==> src/rtl/lifo_pkg.sv <==
// rtl/lifo_pkg.sv - shared constants, count-width helper and per-cycle operation enum for lifo_stack
package lifo_pkg;

  localparam int LIFO_WIDTH = 8;
  localparam int LIFO_DEPTH = 8;

  typedef enum logic [1:0] {
    OP_IDLE,
    OP_PUSH,
    OP_POP,
    OP_REPLACE
  } op_e;

  function automatic int cw_f(input int depth);
    return $clog2(depth + 1);
  endfunction

endpackage

==> src/rtl/lifo_ram.sv <==
// rtl/lifo_ram.sv - DEPTH x WIDTH register array, one write port, one registered read port
module lifo_ram #(
  parameter int WIDTH = 8,
  parameter int DEPTH = 8,
  parameter int AW    = 3
) (
  input  logic             clk,
  input  logic             reset,
  input  logic             we,
  input  logic [AW-1:0]    waddr,
  input  logic [WIDTH-1:0] wdata,
  input  logic             re,
  input  logic [AW-1:0]    raddr,
  output logic [WIDTH-1:0] rdata
);

  logic [WIDTH-1:0] mem [DEPTH];

  always_ff @(posedge clk) begin
    if (we) begin
      mem[waddr] <= wdata;
    end
  end

  // Only the read register is reset; a same-edge write to raddr returns the old word.
  always_ff @(posedge clk or negedge reset) begin
    if (!reset) begin
      rdata <= '0;
    end else if (re) begin
      rdata <= mem[raddr];
    end
  end

endmodule

==> src/rtl/lifo_stack.sv <==
// rtl/lifo_stack.sv - single-pointer LIFO with registered pop data; LIFO_STACK_THRESH_EN adds almost_full/almost_empty
module lifo_stack
  import lifo_pkg::*;
#(
  parameter  int WIDTH = LIFO_WIDTH,
  parameter  int DEPTH = LIFO_DEPTH,
  localparam int CW    = cw_f(DEPTH)
) (
  input  logic             clk,
  input  logic             reset,
  input  logic             push,
  input  logic             pop,
  input  logic [WIDTH-1:0] data_in,
  output logic [WIDTH-1:0] data_out,
  output logic             data_valid,
  output logic             empty,
  output logic             full,
  output logic [CW-1:0]    count,
`ifdef LIFO_STACK_THRESH_EN
  input  logic [CW-1:0]    thresh,
  output logic             almost_full,
  output logic             almost_empty,
`endif
  output logic             overflow,
  output logic             underflow
);

  localparam int AW = (DEPTH > 1) ? $clog2(DEPTH) : 1;

  logic          pop_ok;
  logic          push_ok;
  op_e           op;
  logic [AW-1:0] top_idx;
  logic [AW-1:0] next_idx;
  logic [AW-1:0] waddr;

  assign empty = (count == '0);
  assign full  = (count == CW'(DEPTH));

`ifdef LIFO_STACK_THRESH_EN
  // Summed rather than subtracted so a thresh larger than DEPTH cannot wrap.
  assign almost_full  = (int'(count) + int'(thresh)) >= DEPTH;
  assign almost_empty = (count <= thresh);
`endif

  assign pop_ok  = pop & ~empty;
  assign push_ok = push & (~full | pop_ok);

  always_comb begin
    op = OP_IDLE;
    if (push_ok && pop_ok) begin
      op = OP_REPLACE;
    end else if (push_ok) begin
      op = OP_PUSH;
    end else if (pop_ok) begin
      op = OP_POP;
    end
  end

  assign top_idx  = AW'(count - CW'(1));
  assign next_idx = AW'(count);
  assign waddr    = (op == OP_REPLACE) ? top_idx : next_idx;

  lifo_ram #(
    .WIDTH (WIDTH),
    .DEPTH (DEPTH),
    .AW    (AW)
  ) u_ram (
    .clk   (clk),
    .reset (reset),
    .we    (push_ok),
    .waddr (waddr),
    .wdata (data_in),
    .re    (pop_ok),
    .raddr (top_idx),
    .rdata (data_out)
  );

  always_ff @(posedge clk or negedge reset) begin
    if (!reset) begin
      count      <= '0;
      data_valid <= 1'b0;
      overflow   <= 1'b0;
      underflow  <= 1'b0;
    end else begin
      data_valid <= pop_ok;
      overflow   <= push & ~push_ok;
      underflow  <= pop & empty;
      case (op)
        OP_PUSH: count <= count + CW'(1);
        OP_POP:  count <= count - CW'(1);
        default: count <= count;
      endcase
    end
  end

endmodule

==> config.mk <==
export PLATFORM = sky130hd
export DESIGN_NAME = lifo_stack
export DESIGN_NICKNAME = d
export VERILOG_FILES = /design/src/rtl/lifo_pkg.sv /design/src/rtl/lifo_ram.sv /design/src/rtl/lifo_stack.sv
export SDC_FILE = /design/constraint.sdc
export NUM_CORES = 1
export LEC_CHECK = 0
export CAP_MARGIN = 30
export CORE_ASPECT_RATIO = 1.25
export CORE_MARGIN = 3
export CORE_UTILIZATION = 50
export DETAILED_ROUTE_END_ITERATION = 7
export GPL_ROUTABILITY_DRIVEN = 0
export PLACE_DENSITY = 0.67
export RECOVER_POWER = 100
export SYNTH_ARGS = -nofsm -noshare
export SYNTH_HDL_FRONTEND = slang
export SYNTH_SLANG_ARGS = --single-unit
==> constraint.sdc <==
create_clock -name clk -period 2.7 [get_ports clk]
set_input_delay 0.54 -clock clk [delete_from_list [all_inputs] [get_ports clk]]
set_output_delay 0.54 -clock clk [all_outputs]
set_load 0.01 [all_outputs]
# Yosys cells after proc, flatten, opt, wreduce, memory -nomap -nowiden
# Memory sizes are Yosys's and may differ from the RTL's. A register that Yosys moved wholly into a read port is not among the register bits.
# Cells that the tools add are included.
# word_totals
regBits	7
latchBits	0
ramBits	64
rom_bits	0
inputBits	12
output_inout_bits	17
wordCells	30
memories	1
# op_classes
n_addsub	2
multipliers	0
n_div	0
magnitude_cmp	0
n_eq_ne	4
shifts	0
mux	7
bitwise	8
n_reduce_logical	4
# memory_table
memory	words	width	rd	rd_ports_with_merged_regs	write_ports	line	source
u_ram.mem	8	8	1	1	1	lifo_ram.sv:17	logic [WIDTH-1:0] mem [DEPTH];
# op_table
op	n
$pmux 4 s2	1
$mux 2	3
$add 4x1->4 const B	1
$and 1x1->1	4
$eq 2x2->1 const B	2
$eq 4x4->1 const B	1
$logic_not 4->1	1
$sub 4x1->4 const B	1
$mux 3	1
$not 1->1	3
$eq 2x1->1 const B	1
$mux 1	2
$reduce_bool 2->1	1
$logic_and 1x1->1	1
$logic_not 1->1	1
$or 1x1->1	1

# Longest topological paths before layout
# depth
ltp_word	9
mapped_depth	8
ltp_nobuf	6

# Modules after synthesis
# A second synthesis with hierarchy kept.
# unflattened
hier_cells	233
area_unflattened_um2	3394.5
# modules_own_cells
mod	n_inst	cells_each	area_each_um2	seq_area_each_um2
lifo_ram	1	169	2861.5	2122.0
lifo_stack	1	64	533.0	175.2

# Worst setup path before layout
# No wires, ideal clock.
# synth_path
path_type	register to register
start	register count[1]
end	memory u_ram.mem[2][0], enable pin
setup_time_ns	0.370
arrival_ns	1.997
t_required_ns	2.330
slack_ns	0.332
path_stages_with_launch	8
synth_period_minus_slack_ns	2.368
path_cell_list	dfrtp_1 inv_2 ha_1 buf_2 nand2b_4 o211ai_2 mux2_2 nor2_1
# synth_between
elab_chain_len	9
elab_cells_between_ends	16
cone_classes	add/sub (1); eq/ne (2); mux (6); bitwise (5); reduce/logical (2)
# synth_lines
item	line	source
from (decl)	lifo_stack.sv:18	output logic [CW-1:0] count,
from (signal assigned)	lifo_stack.sv:90	OP_PUSH: count <= count + CW'(1);
from (signal assigned)	lifo_stack.sv:91	OP_POP: count <= count - CW'(1);
from (signal assigned)	lifo_stack.sv:92	default: count <= count;
$logic_not 4->1	lifo_stack.sv:37	assign empty = (count == '0);
$not 1->1	lifo_stack.sv:46	assign pop_ok = pop & ~empty;
$and 1x1->1	lifo_stack.sv:46	
$or 1x1->1	lifo_stack.sv:47	assign push_ok = push & (~full | pop_ok);
$and 1x1->1	lifo_stack.sv:47	
$mux 2 / $logic_and 1x1->1 (equally long branches)	lifo_stack.sv:53, lifo_stack.sv:51	
$mux 2	lifo_stack.sv:51	if (push_ok && pop_ok) begin
$eq 2x2->1	lifo_stack.sv:62	assign waddr = (op == OP_REPLACE) ? top_idx : next_idx;
$mux 3	lifo_stack.sv:62	
to (decl)	lifo_ram.sv:17	
# Parallel ways exist; a longest one is shown, timed or not.

# Final worst setup path
# layout_path
start	register count[0]
end	output empty
# layout_between
elab_chain_len	1
# layout_lines
item	line	source
$logic_not 4->1	lifo_stack.sv:37	
to (decl)	lifo_stack.sv:16	output logic empty,
# Every way passes these cells.

==> flow_summary_export.csv <==
group,metric,value,unit
detailed_routing,dr_total_vias,2059,
timing,rsz0062_at_grt,"false",
cts,cts.sink_count,79,
cts,clkTransAtPathRegs,0.08,ns
cts,cts_max_level,3,
critical_path,timing.critical_path.cells,"inv_1, ha_4, nand2b_1, buf_4, nor2_1, clkdlybuf4s50_1",
detailed_routing,drt_iter0_drc,153,
timing,tns,0,ns
yosys,synth-seq-area-share,65.8,%
critical_path,worstPathRequired,2.16,ns
timing,final-hold-violation-count,0,
yosys,postSynthCellCount,242,
cts,postCtsSetupRepairBufs,0,
final_layout,fin_area,4050,sq um
worst_hold_path,hold_start,"u_ram.rdata[3]",
yosys,post-synth-top-count-cell,"edfxtp_1",
yosys,synth-warning-count,0,
yosys,postSynth.asyncResetShare,19.0,%
placement,place_hpwl,4390,um
timing,max_slew_margin,39.2,%
pwr,p_leak,1.53,nW
grt,grt_antenna_before_repair,0,
detailed_routing,drc,0,
final_layout,fin_cells,372,
timing,finalClockSkew,0.00920,ns
cts,ctsLongestPathBuffers,2,
cts,cts_buffers,9,
yosys,postSynthRegisterBits,79,
critical_path,critical-path-slowest-cell,"clkdlybuf4s50_1",
cts,tritoncts,"yes",
placement,io_buffers,28,
detailed_routing,route.antenna.remaining_nets,0,
detailed_routing,avgRoutedWirePerCell,17.7,um
pwr,p_clk_share,17.9,%
timing,fin_crit_sh,95.7,%
worst_hold_path,hp-class,"reg2reg",
grt,grt_max_degree,36,
pwr,seq_power_share,35.8,%
grt,gr-usage-all-layers,18.3,%
final_layout,layout.nets,294,
grt,grt_pass1_wl,10500,um
timing,max_freq,0.387,GHz
yosys,synth_edf_count,64,
yosys,synthesis.area_per_instance,14.4,sq um
grt,number_of_global_route_vias_before_repair,2007,
placement,placed_area,3920,sq um
detailed_routing,routed_wl,6600,um
critical_path,type_of_origin_of_the_critical_path,"register",
die,rows,33,
die,die-height,99.4,um
timing,tightestPinTransition,0.912,ns
pwr,cellInternalPower,2.99,mW
critical_path,criticalPathCategory,"reg2out",
timing,layout_min_cycle_time,2.58,ns
die,die_w,80.7,um
pwr,power.combinational.fraction,46.4,%
critical_path,timing.critical_path.from,"count[0]",
timing,maxSlewViolCount,0,
cts,cts.root.buffer_cell,"clkbuf_8",
critical_path,critPathMaxStageDelay,0.54,ns
yosys,netlist.area_leader.share,55.1,%
critical_path,crit_arrival,2.04,ns
final_layout,fin_util,60.9,%
job,maxCapViolations,0,
yosys,synth_top_area_cell,"edfxtp_1",
grt,grt-ovfl-total,0,
yosys,ys_top_cells_by_area,"edfxtp_1 (55%), dfrtp_1 (11%), mux2i_1 (9.7%)",
pwr,pwr_density_cell,1160,nW/um^2
pwr,report.power.total,4.69,mW
status,run_status,"finished, final reports clean",
die,floorplan.initialDensity,52.5,%
final_layout,flow.area_growth_from_synthesis,16.0,%
die,design.core.area,6650,sq um
timing,report.final.setup_viol,0,
final_layout,post_route_cells_drive_above_1_share,12.3,%
yosys,synth_top_cells_by_count,"edfxtp_1 (64), mux2i_1 (34), a22o_1 (16), nor2_1 (16)",
yosys,dominantRegCellSynth,"edfxtp_1",
critical_path,end_kind,"output pin",
yosys,number_of_nets_in_the_synthesized_netlist,256,
cts,clock_latency,0.35,ns
pwr,vdd_ir_drop_max,653,uV
die,ioPinCount,29,
placement,post-place-cells,356,
critical_path,launch_instance_of_the_worst_register_to_register_path,"count[0]",
yosys,mappedNetlistArea,3490,sq um
detailed_routing,viasPerCell,5.53,
pwr,power.share.switching,36.2,%
pwr,power_switching,1.70,mW
die,dieArea,8030,sq um
critical_path,timing.critical_path.fanout_max,12,
detailed_routing,firstDrtPassIters,4,
yosys,yosysUniqueCellTypes,40,
final_layout,num_antenna_cells,0,
critical path, delay by kind of cell (launching register included):
family	cells	cell delay, ns
buf+inv	3	0.89
flops	1	0.39
fa+ha+maj	1	0.24
simple gates	2	0.18
per-layer routing:
metal	vias to the layer above	GRT usage [%]	share of wire, %
met2	45	29.0	50
met3	11	3.53	4.5
met1	1002	24.3	43
met5	-	0	0
met4	0	8.58	2.2
li1	1001	-	-
sequential cells by signal, summed over array words and instances, names as in the netlist:
name	flops
u_ram.mem	64
count	4
overflow	1
data_valid	1
underflow	1
u_ram.rdata	8
cell usage in the layout (no fill, tap or decap), drive strengths merged, types with 5 or more instances in the layout:
cell / count
nand2: 15
dfrtp: 15
nor2: 16
mux2i: 34
inv: 6
buf: 8
edfxtp: 64
o31ai: 9
o21ai: 5
dlygate4sd3: 24
clkbuf: 18
a22o: 16
repair_timing:
| item | in CTS | in global routing |
|---|---|---|
| hold buffers | 0 | 0 |
| gates resized for setup | 0 | 1 |
| setup endpoints to repair | 0 | 1 |
logic make-up after synthesis:
family,count (synthesis),share of synthesized area [%]
fa+ha+maj,2,0.717
buf+inv,22,3.33
mux,35,10.1
flops,79,65.8
simple gates,52,7.17
xor+xnor,2,0.502
compound gates,50,12.4
path summary, 6_finish.rpt:
path,endpoint,slack [ns],cells after the start
max in group asynchronous,u_ram.rdata[3],1.50,1
setup / recovery,empty,0.12,6
min in group asynchronous,count[3],0.71,1
setup reg to reg,u_ram.mem[2][3],0.21,7
hold reg to reg,u_ram.rdata[3],0.48,2
hold / removal,u_ram.rdata[3],0.48,2
stage by stage:
stage	worst slack [ns]	hold slack (ns)
after global placement	0.221	0.471
after floorplan	0.332	0.244
after global routing	0.0378	0.520
after CTS	0.0505	0.489
final	0.117	0.479
after detailed placement	0.215	0.472
power groups by stage:
stage / sequential [mW] / clock, mW / combinational, mW
3_3_place_gp: 1.71 / 0 / 2.26
3_5_place_dp: 1.71 / 0 / 2.28
2_1_floorplan: 1.74 / 0 / 1.57
4_1_cts: 1.68 / 0.860 / 2.29
5_1_grt: 1.70 / 0.915 / 2.37
6_report: 1.68 / 0.837 / 2.17
cell type report:
type                    count  area [sq um]
fillers                   538          2600
flip-flops and latches     79          2300
multi-input cells         141          1050
repair buffers             44           383
clock buffers              10           128
well taps                  87           109
clock inverters             6          60.1
inverters                   5          18.8
Note: power is estimated with default switching activity, not from simulation.
==> RTL change: new RTL, same settings <==
`LIFO_WIDTH`: 8 -> 10.
--- a/src/rtl/lifo_pkg.sv
+++ b/src/rtl/lifo_pkg.sv
@@ -1,7 +1,7 @@
 // rtl/lifo_pkg.sv - shared constants, count-width helper and per-cycle operation enum for lifo_stack
 package lifo_pkg;
 
-  localparam int LIFO_WIDTH = 8;
+  localparam int LIFO_WIDTH = 10;
   localparam int LIFO_DEPTH = 8;
 
   typedef enum logic [1:0] {
Interface: changed (resized data_in and data_out); port bits go from 29 to 33. The function was not compared with the original's and may differ.
==> RTL change against the unedited design <==
  * Largest power group unchanged
  * Design area increased by 20%
  * Clock power increased by 12%
  * Total power increased by 18%
  * Setup slack improved by 54 ps
  * Highest routed layer unchanged
  * Die area increased by 16%
  * First-iteration DRC count decreased by 7.8%
  * Sequential cell count increased by 18
  * Global-route usage increased by 0.39 points
  * Combinational power increased by 17%
  * Area after synthesis increased by 18%
  * Routed wire length increased by 25%
==> RTL change: results (changes against the unedited design) <==
run status finished, final reports clean (unchanged); Distinct cells, synth 36 (was 40); Post-DP HPWL 5510 um (was 4390 um); sum of negative setup slack 0 ps (unchanged); Inserted Clock Buffers 9 (unchanged); CP delay by family, top buffers and inverters (unchanged); critical path peak fanout 12 (unchanged); Worst Setup EP empty (unchanged); H-tree Lvls 3 (unchanged); IO buf count 32 (was 28); fillers 605 (was 538); post-CTS setup repair buffer count 0 (unchanged); Initial DRT Pass Iterations 4 (unchanged); leakage power 1.84 nW (was 1.53 nW); dpl cells 415 (was 356); total track usage 18.7% (was 18.3%); Worst Tran Pin Value 1160 ps (was 912 ps); cells after synthesis 278 (was 242); EDFF count, synth 80 (was 64); R2R Setup Slk 220 ps; vias in the first global route 2,319 (was 2,007); Synth area leaders edfxtp_1, dfrtp_1, mux2i_1, a22o_1, o31ai_1 (was edfxtp_1, dfrtp_1, mux2i_1, a22o_1, o31ai_2); pin count of the biggest net entering global routing 29 (was 36); biggest regs u_ram.mem: 80 flops, u_ram.rdata: 10 flops, count: 4 flops (was u_ram.mem: 64 flops, u_ram.rdata: 8 flops, count: 4 flops); final setup skew 7.99 ps (was 9.20 ps); Critical Path Source count[0] (unchanged); proportion of layout cells with a drive suffix above 1 11.9% (was 12.3%); Hold WC Path Type register to register (unchanged); initial antenna violation count 0 (unchanged); Nets 348 (was 294); ys async rst share 17.5% (was 19.0%); # resized after CTS 0 (unchanged); worst stage delay on the critical path 530 ps; Worst IR Drop VDD 0.741 mV (was 0.653 mV); CTS max path bufs 2 (unchanged); Crit-path slowest cell clkdlybuf4s50_1 (unchanged); CP Data Arrival Time 1990 ps (was 2040 ps); top cell type's share of synthesized area 58.5% (was 55.1%); first-pass GRT wire length 12,600 um (was 10,500 um); drc violations 0 (unchanged); sequential-to-total area share from yosys stat 68.9% (was 65.8%); syn_nets 294 (was 256); clock latency on the worst-skew pair 360 ps; Routed WL 8280 um (was 6600 um); n_diodes 0 (unchanged); r2r endpoint u_ram.mem[4][5] (was u_ram.mem[2][3]); dpl cell area 0.00466 mm2 (was 0.00392 mm2); fin cells 432 (was 372); clock transition at the registers of the reported paths 80 ps (about the same); drt initial violations 141 (was 153); Synth top cells by count edfxtp_1, mux2i_1, a22o_1 (was edfxtp_1, mux2i_1, a22o_1, nor2_1); number of synthesis warnings 0 (unchanged); clock root cell clkbuf_8 (unchanged); Avg Vias per Cell 5.66 (was 5.53)
==> RTL change: cell types whose count changed after synthesis, sizes merged <==
cell,delta
edfxtp,+16
mux2i,+8
a22o,+4
clkbuf,+4
buf,-2
dfrtp,+2
nand2,+2
o31ai,+2
==> RTL change: per-layer routing <==
metal	share of wire, %	GRT usage (%)	up-vias
met5	0	0	-
li1	-	-	1174
met4	1.8	6.57	0
met1	46	26.2	1198
met2	48	28.4	58
met3	4.8	4.67	13
==> RTL change: worst min-delay path by stage <==
stage / startpoint / end / slack [ps] / depth (start not counted)
6_report: u_ram.rdata[1] / u_ram.rdata[1] / 480 / 2
5_1_grt: u_ram.rdata[8] / u_ram.rdata[8] / 500 / 2
4_1_cts: u_ram.rdata[1] / u_ram.rdata[1] / 490 / 2
3_5_place_dp: u_ram.rdata[1] / u_ram.rdata[1] / 470 / 2
3_3_place_gp: u_ram.rdata[0] / u_ram.rdata[0] / 470 / 2
2_1_floorplan: reset / count[0] / 240 / 0
==> RTL change: layout make-up <==
type                            count  area, um2  share of cell area [%]
Multi-Input combinational cell    157       1170                    24.2
Inverter                            5       18.8                   0.388
Timing Repair Buffer               62        503                    10.4
Clock buffer                       13        159                    3.28
Tap cell                           95        119                    2.46
Clock inverter                      3       40.0                   0.827
Sequential cell                    97       2830                    58.4
==> RTL change: logic make-up after synthesis <==
group,after synthesis,synth area share [%]
adder cells (fa/ha/maj),2,0.610
multiplexers,43,10.5
flip-flops,97,68.9
XOR/XNOR,2,0.427
AND/OR/NAND/NOR,54,6.28
buffers and inverters,24,2.87
AO/OA/AOI/OAI,56,10.4
==> RTL change: report_power, final <==
group | internal (mW) | leakage (nW) | switching [mW]
registers | 1.95 | 0.936 | 0.0984
logic | 1.13 | 0.801 | 1.40
clock network | 0.477 | 0.103 | 0.464
total | 3.56 | 1.84 | 1.97
==> RTL change: worst min-delay path: cells and delay by family, from the launching register on <==
family	cells	cell delay, ps
and+or+nand+nor	1	50
DFF	1	340
AOI/OAI and AO/OA	1	50
==> RTL change: metrics by stage <==
step / power, mW / worst slack (ps)
after floorplan: 3.83 / 148
after CTS: 5.65 / 28.1
after detailed placement: 4.71 / -123
after global placement: 4.67 / -52.3
final: 5.52 / 171
after global routing: 5.84 / 41.2
